## src/rtl/bram_job_scheduler.sv

```systemverilog
// Job scheduler: queues accessor run requests and launches them one at a time; muxes BRAM0 host/accessor.
// Latency: a job pushed into an idle, empty, unblocked scheduler produces acc_start_o one cycle after the push.
// Backpressure: job_ready_o low while the queue is full; host waits for S_IDLE, jobs wait while host holds BRAM0.
module bram_job_scheduler #(
   parameter int CNT_BIT = 31,
   parameter int AWIDTH  = 8,
   parameter int DWIDTH  = 32,
   parameter int QDEPTH  = 4
) (
   input  logic               clk,
   input  logic               reset,
   input  logic               job_valid_i,
   input  logic [CNT_BIT-1:0] job_count_i,
   output logic               job_ready_o,
   input  logic               host_req_i,
   input  logic [AWIDTH-1:0]  host_addr_i,
   input  logic               host_we_i,
   input  logic [DWIDTH-1:0]  host_d_i,
   output logic               host_gnt_o,
   output logic               acc_start_o,
   output logic [CNT_BIT-1:0] acc_count_o,
   input  logic               acc_idle_i,
   input  logic               acc_done_i,
   input  logic [AWIDTH-1:0]  acc_addr_b0_i,
   input  logic               acc_ce_b0_i,
   input  logic               acc_we_b0_i,
   output logic [AWIDTH-1:0]  addr_b0_o,
   output logic               ce_b0_o,
   output logic               we_b0_o,
   output logic [DWIDTH-1:0]  d_b0_o,
   output logic               busy_o,
   output logic [7:0]         jobs_done_o,
   output logic               err_o
);

   localparam logic [1:0] S_IDLE  = 2'd0;
   localparam logic [1:0] S_START = 2'd1;
   localparam logic [1:0] S_RUN   = 2'd2;
   localparam logic [1:0] S_DRAIN = 2'd3;

   localparam int PW = $clog2(QDEPTH);
   // Largest count the accessor can address: one pass over the whole BRAM.
   localparam logic [CNT_BIT-1:0] MAX_CNT = CNT_BIT'(64'd1 << AWIDTH);

   logic [1:0]         state_q, state_d;
   logic [CNT_BIT-1:0] q_mem_q [QDEPTH];
   logic [PW:0]        wr_ptr_q, wr_ptr_d;
   logic [PW:0]        rd_ptr_q, rd_ptr_d;
   logic [CNT_BIT-1:0] count_q, count_d;
   logic [7:0]         jobs_done_q, jobs_done_d;
   logic               err_q, err_d;
   logic               q_empty, q_full, push, pop;
   logic [CNT_BIT-1:0] q_head;

   // Extra pointer MSB distinguishes full from empty when the index bits match.
   assign q_empty = (wr_ptr_q == rd_ptr_q);
   assign q_full  = (wr_ptr_q[PW] != rd_ptr_q[PW]) &&
                    (wr_ptr_q[PW-1:0] == rd_ptr_q[PW-1:0]);
   assign q_head  = q_mem_q[rd_ptr_q[PW-1:0]];
   assign push    = job_valid_i && !q_full;

   // Next-state logic: pop/launch from idle, count sanitising, completion counting.
   always_comb begin
      state_d     = state_q;
      count_d     = count_q;
      jobs_done_d = jobs_done_q;
      err_d       = err_q;
      pop         = 1'b0;
      case (state_q)
         S_IDLE: begin
            // Host holds BRAM0 while requesting, so launching is deferred.
            if (!q_empty && !host_req_i) begin
               pop = 1'b1;
               if (q_head == '0) begin
                  // Zero-length job is dropped without a start pulse.
                  err_d = 1'b1;
               end else if (q_head > MAX_CNT) begin
                  err_d   = 1'b1;
                  count_d = MAX_CNT;
                  state_d = S_START;
               end else begin
                  count_d = q_head;
                  state_d = S_START;
               end
            end
         end
         S_START: state_d = S_RUN;
         S_RUN: begin
            if (acc_done_i) begin
               jobs_done_d = jobs_done_q + 8'd1;
               state_d     = S_DRAIN;
            end
         end
         default: begin
            if (acc_idle_i) state_d = S_IDLE;
         end
      endcase
      wr_ptr_d = push ? wr_ptr_q + 1'b1 : wr_ptr_q;
      rd_ptr_d = pop  ? rd_ptr_q + 1'b1 : rd_ptr_q;
   end

   // Control registers with synchronous reset; a reset drops all queued jobs.
   always_ff @(posedge clk) begin
      if (reset) begin
         state_q     <= S_IDLE;
         wr_ptr_q    <= '0;
         rd_ptr_q    <= '0;
         count_q     <= '0;
         jobs_done_q <= '0;
         err_q       <= 1'b0;
      end else begin
         state_q     <= state_d;
         wr_ptr_q    <= wr_ptr_d;
         rd_ptr_q    <= rd_ptr_d;
         count_q     <= count_d;
         jobs_done_q <= jobs_done_d;
         err_q       <= err_d;
      end
   end

   // Queue storage; contents are meaningless while the pointers say empty.
   always_ff @(posedge clk) begin
      if (push) q_mem_q[wr_ptr_q[PW-1:0]] <= job_count_i;
   end

   // Host owns BRAM0 only from idle; otherwise the accessor drives it directly.
   always_comb begin
      host_gnt_o = (state_q == S_IDLE) && host_req_i;
      if (host_gnt_o) begin
         addr_b0_o = host_addr_i;
         ce_b0_o   = host_req_i;
         we_b0_o   = host_we_i;
         d_b0_o    = host_d_i;
      end else begin
         addr_b0_o = acc_addr_b0_i;
         ce_b0_o   = acc_ce_b0_i;
         we_b0_o   = acc_we_b0_i;
         d_b0_o    = '0;
      end
   end

   assign job_ready_o = !q_full;
   assign acc_start_o = (state_q == S_START);
   assign acc_count_o = count_q;
   assign busy_o      = (state_q != S_IDLE) || !q_empty;
   assign jobs_done_o = jobs_done_q;
   assign err_o       = err_q;

endmodule

```

## config.mk

```make
export PLATFORM = sky130hd
export DESIGN_NAME = bram_job_scheduler
export DESIGN_NICKNAME = d
export VERILOG_FILES = /design/src/rtl/bram_job_scheduler.sv
export SDC_FILE = /design/constraint.sdc
export NUM_CORES = 1
export LEC_CHECK = 0
export CORE_MARGIN = 2
export CORE_UTILIZATION = 45
export DETAILED_ROUTE_END_ITERATION = 8
export PLACE_DENSITY = 0.73
export SLEW_MARGIN = 20
export SYNTH_ARGS = -nofsm -noshare
export SYNTH_HDL_FRONTEND = slang
export SYNTH_SLANG_ARGS = --single-unit
export TNS_END_PERCENT = 30
```

## constraint.sdc

```tcl
create_clock -name clk -period 2.6 [get_ports clk]
set_input_delay 0.52 -clock clk [delete_from_list [all_inputs] [get_ports clk]]
set_output_delay 0.52 -clock clk [all_outputs]
set_load 0.02 [all_outputs]
```

**Word level (Yosys, flattened, before mapping)**

Memories as Yosys holds them, arrays and structs flattened. A register that Yosys moved wholly into a read port is not among the register bits.
Index checks and enable logic that the tools add are counted.

- Memory bits (read-only): 0
- Bits in registers: 48
- Output and inout port bits: 86
- Latch bits: 0
- Input bits: 88
- Memory bits (writable): 124
- Word-level logic and storage cells: 55
- Memories kept: 1

- Div/mod/pow operators: 0
- Add/subtract/negate cells: 3
- Eq/ne operators: 8
- Shifts and indexed selects: 0
- Bitwise logic cells: 1
- Muxes and demuxes: 18
- Multiply operators: 0
- Order comparisons: 1
- Reductions and logical operators: 17

Memory list:

| name | depth | width | rd ports | clocked after memory_dff | write ports | line | source |
|---|---|---|---|---|---|---|---|
| q_mem_q | 4 | 31 | 1 | 1 | 1 | 46 | `logic [CNT_BIT-1:0] q_mem_q [QDEPTH];` |

Operator list:

| kind | count |
|---|---|
| $mux W32 | 1 |
| $gt A31 B9 Y1 const B | 1 |
| $logic_not A31 Y1 | 1 |
| $mux W31 | 1 |
| $mux W2 | 6 |
| $add A8 B1 Y8 const B | 1 |
| $mux W1 | 8 |
| $mux W8 | 1 |
| $add A3 B1 Y3 const B | 2 |
| $ne A2 B2 Y1 const B | 3 |
| $pmux W2 S3 | 1 |
| $reduce_and A3 Y1 | 2 |
| $logic_and A1 B1 Y1 | 4 |
| $reduce_and A4 Y1 | 1 |
| $reduce_bool A2 Y1 | 2 |
| $reduce_bool A4 Y1 | 1 |
| $eq A3 B3 Y1 | 1 |
| $logic_not A1 Y1 | 3 |
| $eq A2 B1 Y1 const B | 1 |
| $eq A2 B2 Y1 | 1 |
| $eq A2 B2 Y1 const B | 1 |
| $logic_not A2 Y1 | 1 |
| $reduce_and A2 Y1 | 1 |
| $logic_or A1 B1 Y1 | 1 |
| 2 further kinds | 2 |

**Depth between registers and ports, before layout**

- Depth after elaboration: 7
- Mapped depth: 9
- Mapped depth without buffers: 7

**Worst setup path after synthesis**

OpenSTA, ideal clock, no wires.

- Path type: register -> register
- From: register with a tool-made name
- To: register count_q[0] (netlist: acc_count_o[0])
- Period minus slack after synthesis: 2.247 ns
- Path buffers: 1
- Setup time: 0.092 ns
- Data required time: 2.508 ns
- Setup slack: 0.353 ns
- Arrival time: 2.155 ns
- Stages on the path, launching flop included: 8
- Cells stage by stage: dfxtp_1 buf_6 mux4_2 or4_4 nor2_4 xor2_1 nand3_2 o32ai_1

RTL lines:

| what | line | source |
|---|---|---|
| end signal: assignment | 115 | `count_q <= count_d;` |
| end: declaration | 49 | `logic [CNT_BIT-1:0] count_q, count_d;` |

**Worst setup path after layout**

- From: register state_q[0]
- To: output port d_b0_o[31]

- Word-level cells in the longest chain between the ends: 3

Ends and longest elaborated chain:

| what | line | source |
|---|---|---|
| start: declaration | 45 | `logic [1:0] state_q, state_d;` |
| start signal: assignment | 112 | `state_q <= state_d;` |
| $logic_not A2 Y1 | 128 | `host_gnt_o = (state_q == S_IDLE) && host_req_i;` |
| $logic_and A1 B1 Y1 | 128 |  |
| $mux W32 | 129 | `if (host_gnt_o) begin` |
| end: declaration | 30 | `output logic [DWIDTH-1:0] d_b0_o,` |

Every way passes these cells.

==> run metrics <==
WP data required=2.08 ns; CTS buffer count=17; depth of the most critical reg-to-reg path=8; critical path class=reg2out; clock share of power=0.350; largest net degree at the start of global routing=33; Reg2Reg Setup Slack=0.15 ns; synthesized area=6570 µm²; DRC Markers=0; worst skew pair latency=0.42 ns; placed cells=789; GR Layer Usage met3=0.0614; worst rel slew slack=0.651; Synth Flop Type=edfxtp_1; switching power=1980 µW; Power Total=7150 µW; post-synthesis sequential area ratio=0.719; min Tclk post-route=2.52 ns; Initial Utilization=0.456; H-Tree Depth=4; dominant cells by area after synthesis=edfxtp_1, dfxtp_1, and3_1; Longest Clk Path Bufs=2; wirelength, routed=14000 µm; antenna cells=0; Post-Synth Simple-Gate Area=0.129; post-route ant nets=0; Post-Synth Adder-Cell Area=0.0190; GR Layer Usage met1=0.205; crit-path max FO=7; CTS tree=built; overall die height=125 µm; initial antenna violation count=0; clk sinks=174; worst slew pin tran=0.524 ns; layout cells sized above 1=0.136; final setup vio count=0; WHS=0.472 ns; worst hold path depth=2; vias per cell=5.14; Gate Count Post-Synth=434; CP Cell Sequence=inv_1, ha_1, buf_4, and3_1, clkdlybuf4s50_1; Comb power frac=0.207; Tot GR Track Use=0.185; final worst-path cycle share=0.968; total number of yosys warnings=0; P_int=5180 µW; Synth top cells by count=edfxtp_1, dfxtp_1, and3_1, inv_1; leading area contributor after synthesis=edfxtp_1; CP endpoint kind=output pin; syn_nets=532; worst min-delay path startpoint=acc_count_o[1]; Synth Area in Compound Gates=0.0325; # Max-Cap Violations=0; outcome=finished clean; Finished Layout Cells=822; Distinct cells, synth=42; placed cell area=8600 µm²; number of synthesized flops with an enable pin=124; row count=44; largest family of logic cells by synthesized area=simple AND/OR/NAND/NOR gates; met2 usage=0.337; Hold Path Class=reg2reg; worst r2r src=q_mem_q[2][30]; Die ar.=15600 µm²; reg-to-reg endpoint=acc_count_o[24]; xor/xnor share of the synthesized area=0.0187; fin nets=723; pwr/cell area=774 nW/µm²; Area growth syn-to-layout=40.4%; core footprint=14400 µm²; RSZ-0062 raised after global routing=true; clock slew at reported path FFs=0.07 ns; Vias=4227; chip width=125 µm; share of cell area taken by muxes after synthesis=0.0522; Achievable Freq=397 MHz; top cell type's share of synthesized area=0.566; Top Ports=174; final instance area=9230 µm²; Starting DRT DRC Count=254; vias in the first global route=4320; Hold Violations, Final=0; switching part of the total power=0.276; FFs w/ async S/R, synth=0; FF+latch count, synth=174; slowest stage delay, CP=0.62 ns; Setup WS post-layout=0.0827 ns; wire length of the first global-routing pass=22200 µm; 1st-pass router iterations=4; skew final=0.00836 ns; CP max-delay cell=clkdlybuf4s50_1; hold_buf cts=0; global route total overflow=0; port buffer count=173; DR WL/cell=17.1 µm; CP arrival=2.00 ns; most common cell in the netlist=edfxtp_1; Post-Place Setup Slack=-0.171 ns; Critical Path Start Type=flip-flop; LEAKAGE=0.00341 µW; max-slew violations=0; register share of total power=0.444; Worst Hold Endpoint=acc_count_o[1]; GR peak layer=met2; Max VDD drop=0.000792 V; detailed-placement wirelength estimate=9970 µm; clk root buf=clkbuf_16; Placer Congestion=0.785; Synth Area per Inst=15.1 µm²
==> through the flow <==
stage / TNS, ns / utilization
final: 0 / 0.640
after detailed placement: -4.82 / 0.596
after floorplan: 0 / -
after global placement: -3.67 / 0.596
after global routing: -0.0521 / 0.640
after CTS: -0.00763 / 0.636
==> routing by layer <==
metal / up-vias / share of wire
met2: 146 / 0.53
met1: 2039 / 0.40
met5: - / 0
li1: 2030 / -
met3: 12 / 0.066
met4: 0 / 0.012
==> state kept, by name (all words and copies together) (netlist names), named ones only <==
signal	cells
state_q	2
err_o	1
wr_ptr_q	3
acc_count_o	31
jobs_done_o	8
rd_ptr_q	3
q_mem_q	124
==> power groups by stage <==
| stage | logic (µW) | registers [µW] | clock network [µW] |
|---|---|---|---|
| 6_report | 1480 | 3170 | 2500 |
| 5_1_grt | 1600 | 3180 | 2680 |
| 4_1_cts | 1480 | 3170 | 2560 |
| 3_5_place_dp | 1530 | 3230 | 0 |
| 3_3_place_gp | 1500 | 3220 | 0 |
| 2_1_floorplan | 849 | 3230 | 0 |
==> what timing repair did <==
item,4_1_cts,5_1_grt
setup endpoints to repair,39,42
gates resized for setup,41,16
pin swaps,0,2
buffers inserted,0,1
==> cells in the final DEF (no fill, tap or decap), drive strengths merged, types with 9 or more instances in the layout <==
master and instances:
nand3 9, dlygate4sd2 30, nor2 23, ha 10
buf 21, and3 38, mux2 10, inv 35
clkdlybuf4s50 134, edfxtp 124, clkbuf 17, nor3b 22
nor4 14, dfxtp 50
==> worst max-delay path by stage <==
stage / start / end / slack, ns
6_report: state_q[0] / d_b0_o[31] / 0.08
5_1_grt: state_q[0] / addr_b0_o[3] / -0.009
4_1_cts: flip-flop / acc_count_o[22] / -0.008
3_5_place_dp: host_req_i / addr_b0_o[7] / -0.17
3_3_place_gp: host_req_i / addr_b0_o[7] / -0.16
2_1_floorplan: flip-flop / acc_count_o[0] / 0.35
==> cell families after synthesis <==
kind of cell / count (synthesis)
flip-flops: 174
XOR/XNOR: 14
multiplexers: 23
AND/OR/NAND/NOR: 136
AO/OA/AOI/OAI: 31
adder cells (fa/ha/maj): 10
buffers and inverters: 46
==> cell type report <==
class	instances	area, µm²
fillers	1055	5190
multi-input cells	214	1690
clock inverters	15	169
flip-flops and latches	174	4730
clock buffers	17	425
repair buffers	193	1900
inverters	25	93.8
well taps	184	230
==> critical path, delay by kind of cell (launching register included) <==
| family | cells | cell delay (ns) |
|---|---|---|
| buf+inv | 3 | 0.86 |
| flops | 1 | 0.34 |
| fa+ha+maj | 1 | 0.23 |
| simple gates | 1 | 0.14 |
Note: power is estimated with default switching activity, not from simulation.
==> RTL change, RTL diff (config.mk and constraints unchanged) <==
The parameter `CNT_BIT` goes from 31 to 62.
--- a/src/rtl/bram_job_scheduler.sv
+++ b/src/rtl/bram_job_scheduler.sv
@@ -2,7 +2,7 @@
 // Latency: a job pushed into an idle, empty, unblocked scheduler produces acc_start_o one cycle after the push.
 // Backpressure: job_ready_o low while the queue is full; host waits for S_IDLE, jobs wait while host holds BRAM0.
 module bram_job_scheduler #(
-   parameter int CNT_BIT = 31,
+   parameter int CNT_BIT = 62,
    parameter int AWIDTH  = 8,
    parameter int DWIDTH  = 32,
    parameter int QDEPTH  = 4
Ports: changed (resized acc_count_o and job_count_i); port bits go from 174 to 236. No check against the original RTL was run, so the function may have changed too.
==> RTL change against the unedited design <==
- combinational power rose by 5%
- routed wire length rose by 73%
- maximum frequency fell by 0.29%
- sequential cell count rose by 155
- global-route usage fell by 0.58 points
- setup slack got worse by 7.4 ps
- design area rose by 66%
- area after synthesis rose by 73%
- die area rose by 70%
- power rose by 66%
- first-iteration DRC count rose by 45%
- via count rose by 54%
- sequential power rose by 88%
- critical endpoint is now acc_count_o[22]
- largest cell class unchanged
==> RTL change: results (changes against the unedited design) <==
Critical path
  – Slowest stage delay, CP: 680 ps (+60 ps)
  – Crit-path max FO: 21 (+14)
  – CP delay by family, top: simple AND/OR/NAND/NOR gates
  – Slowest CP cell: or4b_2
  – WP data arrival: 2970 ps (+970 ps)

Yosys
  – Most frequent cells after synthesis: edfxtp_1 (248), dfxtp_1 (81), and2_1 (57)
  – Synth Area in XOR/XNOR: 0.0100 (-0.00861)
  – Post-synthesis mux area share: 0.0277 (-0.0245)
  – Syn_nets: 793 (+49%)
  – Async SR Flop Fraction: 0 (unchanged)
  – Synth cell types: 43 (+2.4%)
  – Synth top area cells: edfxtp_1 (66%), dfxtp_1 (14%), and2_1 (3.1%), nor4_1 (2.7%), and3_1 (2.0%)
  – Synth Area in Compound Gates: 0.0222 (-0.0104)
  – Synth Area in Adders: 0.0110 (-0.00800)
  – Top FF cell, synth: edfxtp_1
  – EDFF count, synth: 248 (+100%)
  – Sequential element share of the synthesized area: 0.799 (+0.0808)

Cells and area
  – Filler Cells Inserted: 1884 (+79%)
  – Max reg flops: 248 (+100%)
  – Share of post-route cells with drive strength above 1: 0.126 (-0.0103)
  – NumNets Final: 1068 (+48%)

Routing
  – Wirelength per Cell: 18.9 um (+10%)
  – Via count: 6504 (+54%)
  – DR iter-0 viols: 369 (+45%)
  – Drt pass-1 iters: 4 (unchanged)
  – DRC violations left: 0 (unchanged)

Pwr
  – Leak: 5.44 nW (+59%)
  – Worst vdd ir: 0.547 mV (-31%)
  – Sw frac: 0.236 (-0.0402)

Placement
  – RD Place Congestion: 0.821 (+4.6%)
  – Port buffer count: 235 (+36%)
  – DPL Wire Length: 16800 um (+68%)
  – Dpl ws: -91.7 ps (+79.6 ps)

CTS
  – Clock latency on the worst-skew pair: 520 ps (+100 ps)
  – CTS Buf Count: 34 (+17)
  – Level count of the clock H-tree: 2 (-2)
  – Root buffer cell: clkbuf_16
  – Clk buf depth: 3 (+1)

Outcome
  – Status: completed

Global route
  – Largest net degree at the start of global routing: 64 (+94%)
  – First-pass GRT wire length: 36000 um (+62%)
  – GRT Overall Usage: 0.179 (-0.00585)
  – Initial antenna violation count: 2 (+2)

Min path
  – HP Class: flip-flop to flip-flop

STA
  – Slew @ Worst Pin: 628 ps (+104 ps)
  – Layout Skew: 18.8 ps (+10.5 ps)
[RTL change: final timing paths]
check,cells past startpoint,to,from,slack (ps)
min reg2reg,2,err_o,err_o,440
max,9,acc_count_o[22],flip-flop,80
min,2,err_o,err_o,440
max reg2reg,9,acc_count_o[22],flip-flop,80
[RTL change: cell type report]
cell class | instances | area [um^2] | share of cell area
Clock inverter | 13 | 109 | 0.00708
Sequential cell | 329 | 9070 | 0.590
Inverter | 9 | 33.8 | 0.00220
Tap cell | 330 | 413 | 0.0269
Multi-Input combinational cell | 303 | 2190 | 0.143
Clock buffer | 44 | 890 | 0.0579
Timing Repair Buffer | 262 | 2650 | 0.173
Antenna cell | 2 | 5.00 | 0.000326
[RTL change: repair_timing]
item                                   4_1_cts  5_1_grt
gates cloned                                 0        3
pin swaps                                    1        8
buffers inserted                             0        1
gates resized for setup                     58       19
setup endpoints to repair                  104       71
hold buffers                                 0        0
endpoints found under the hold margin        0        0
[RTL change: tightest hold or removal path: stages (launching register included)]
cell and delay (ps):
dfxtp_1 300, inv_1 50, a21oi_1 50
[RTL change: layer usage]
metal,share of wire,GRT usage
met5,0,0
met4,0.032,0.0768
met3,0.063,0.0377
met2,0.51,0.322
met1,0.39,0.208
[RTL change: through the flow]
stage	std cells	total power, mW	instance area, um^2	hold slack [ps]	TNS, ps
2_1_floorplan	664	6.86	11300	480	-17060
3_3_place_gp	1229	7.64	14300	434	-4460
3_5_place_dp	1229	7.67	14300	438	-5880
4_1_cts	1286	11.9	15300	445	-0.532
5_1_grt	1291	12.3	15400	469	-526
6_report	1292	11.9	15400	440	0
[RTL change: kinds of logic after synthesis]
group / after synthesis
adder cells (fa/ha/maj): 10
buffers and inverters: 32
multiplexers: 19
AND/OR/NAND/NOR: 226
flip-flops: 329
AO/OA/AOI/OAI: 35
XOR/XNOR: 13
[RTL change: power groups by stage]
stage	clock [mW]	sequential, mW	combinational (mW)
4_1_cts	4.43	5.97	1.54
5_1_grt	4.61	5.99	1.69
3_3_place_gp	0	6.07	1.57
6_report	4.32	5.97	1.56
3_5_place_dp	0	6.08	1.59
2_1_floorplan	0	6.07	0.789
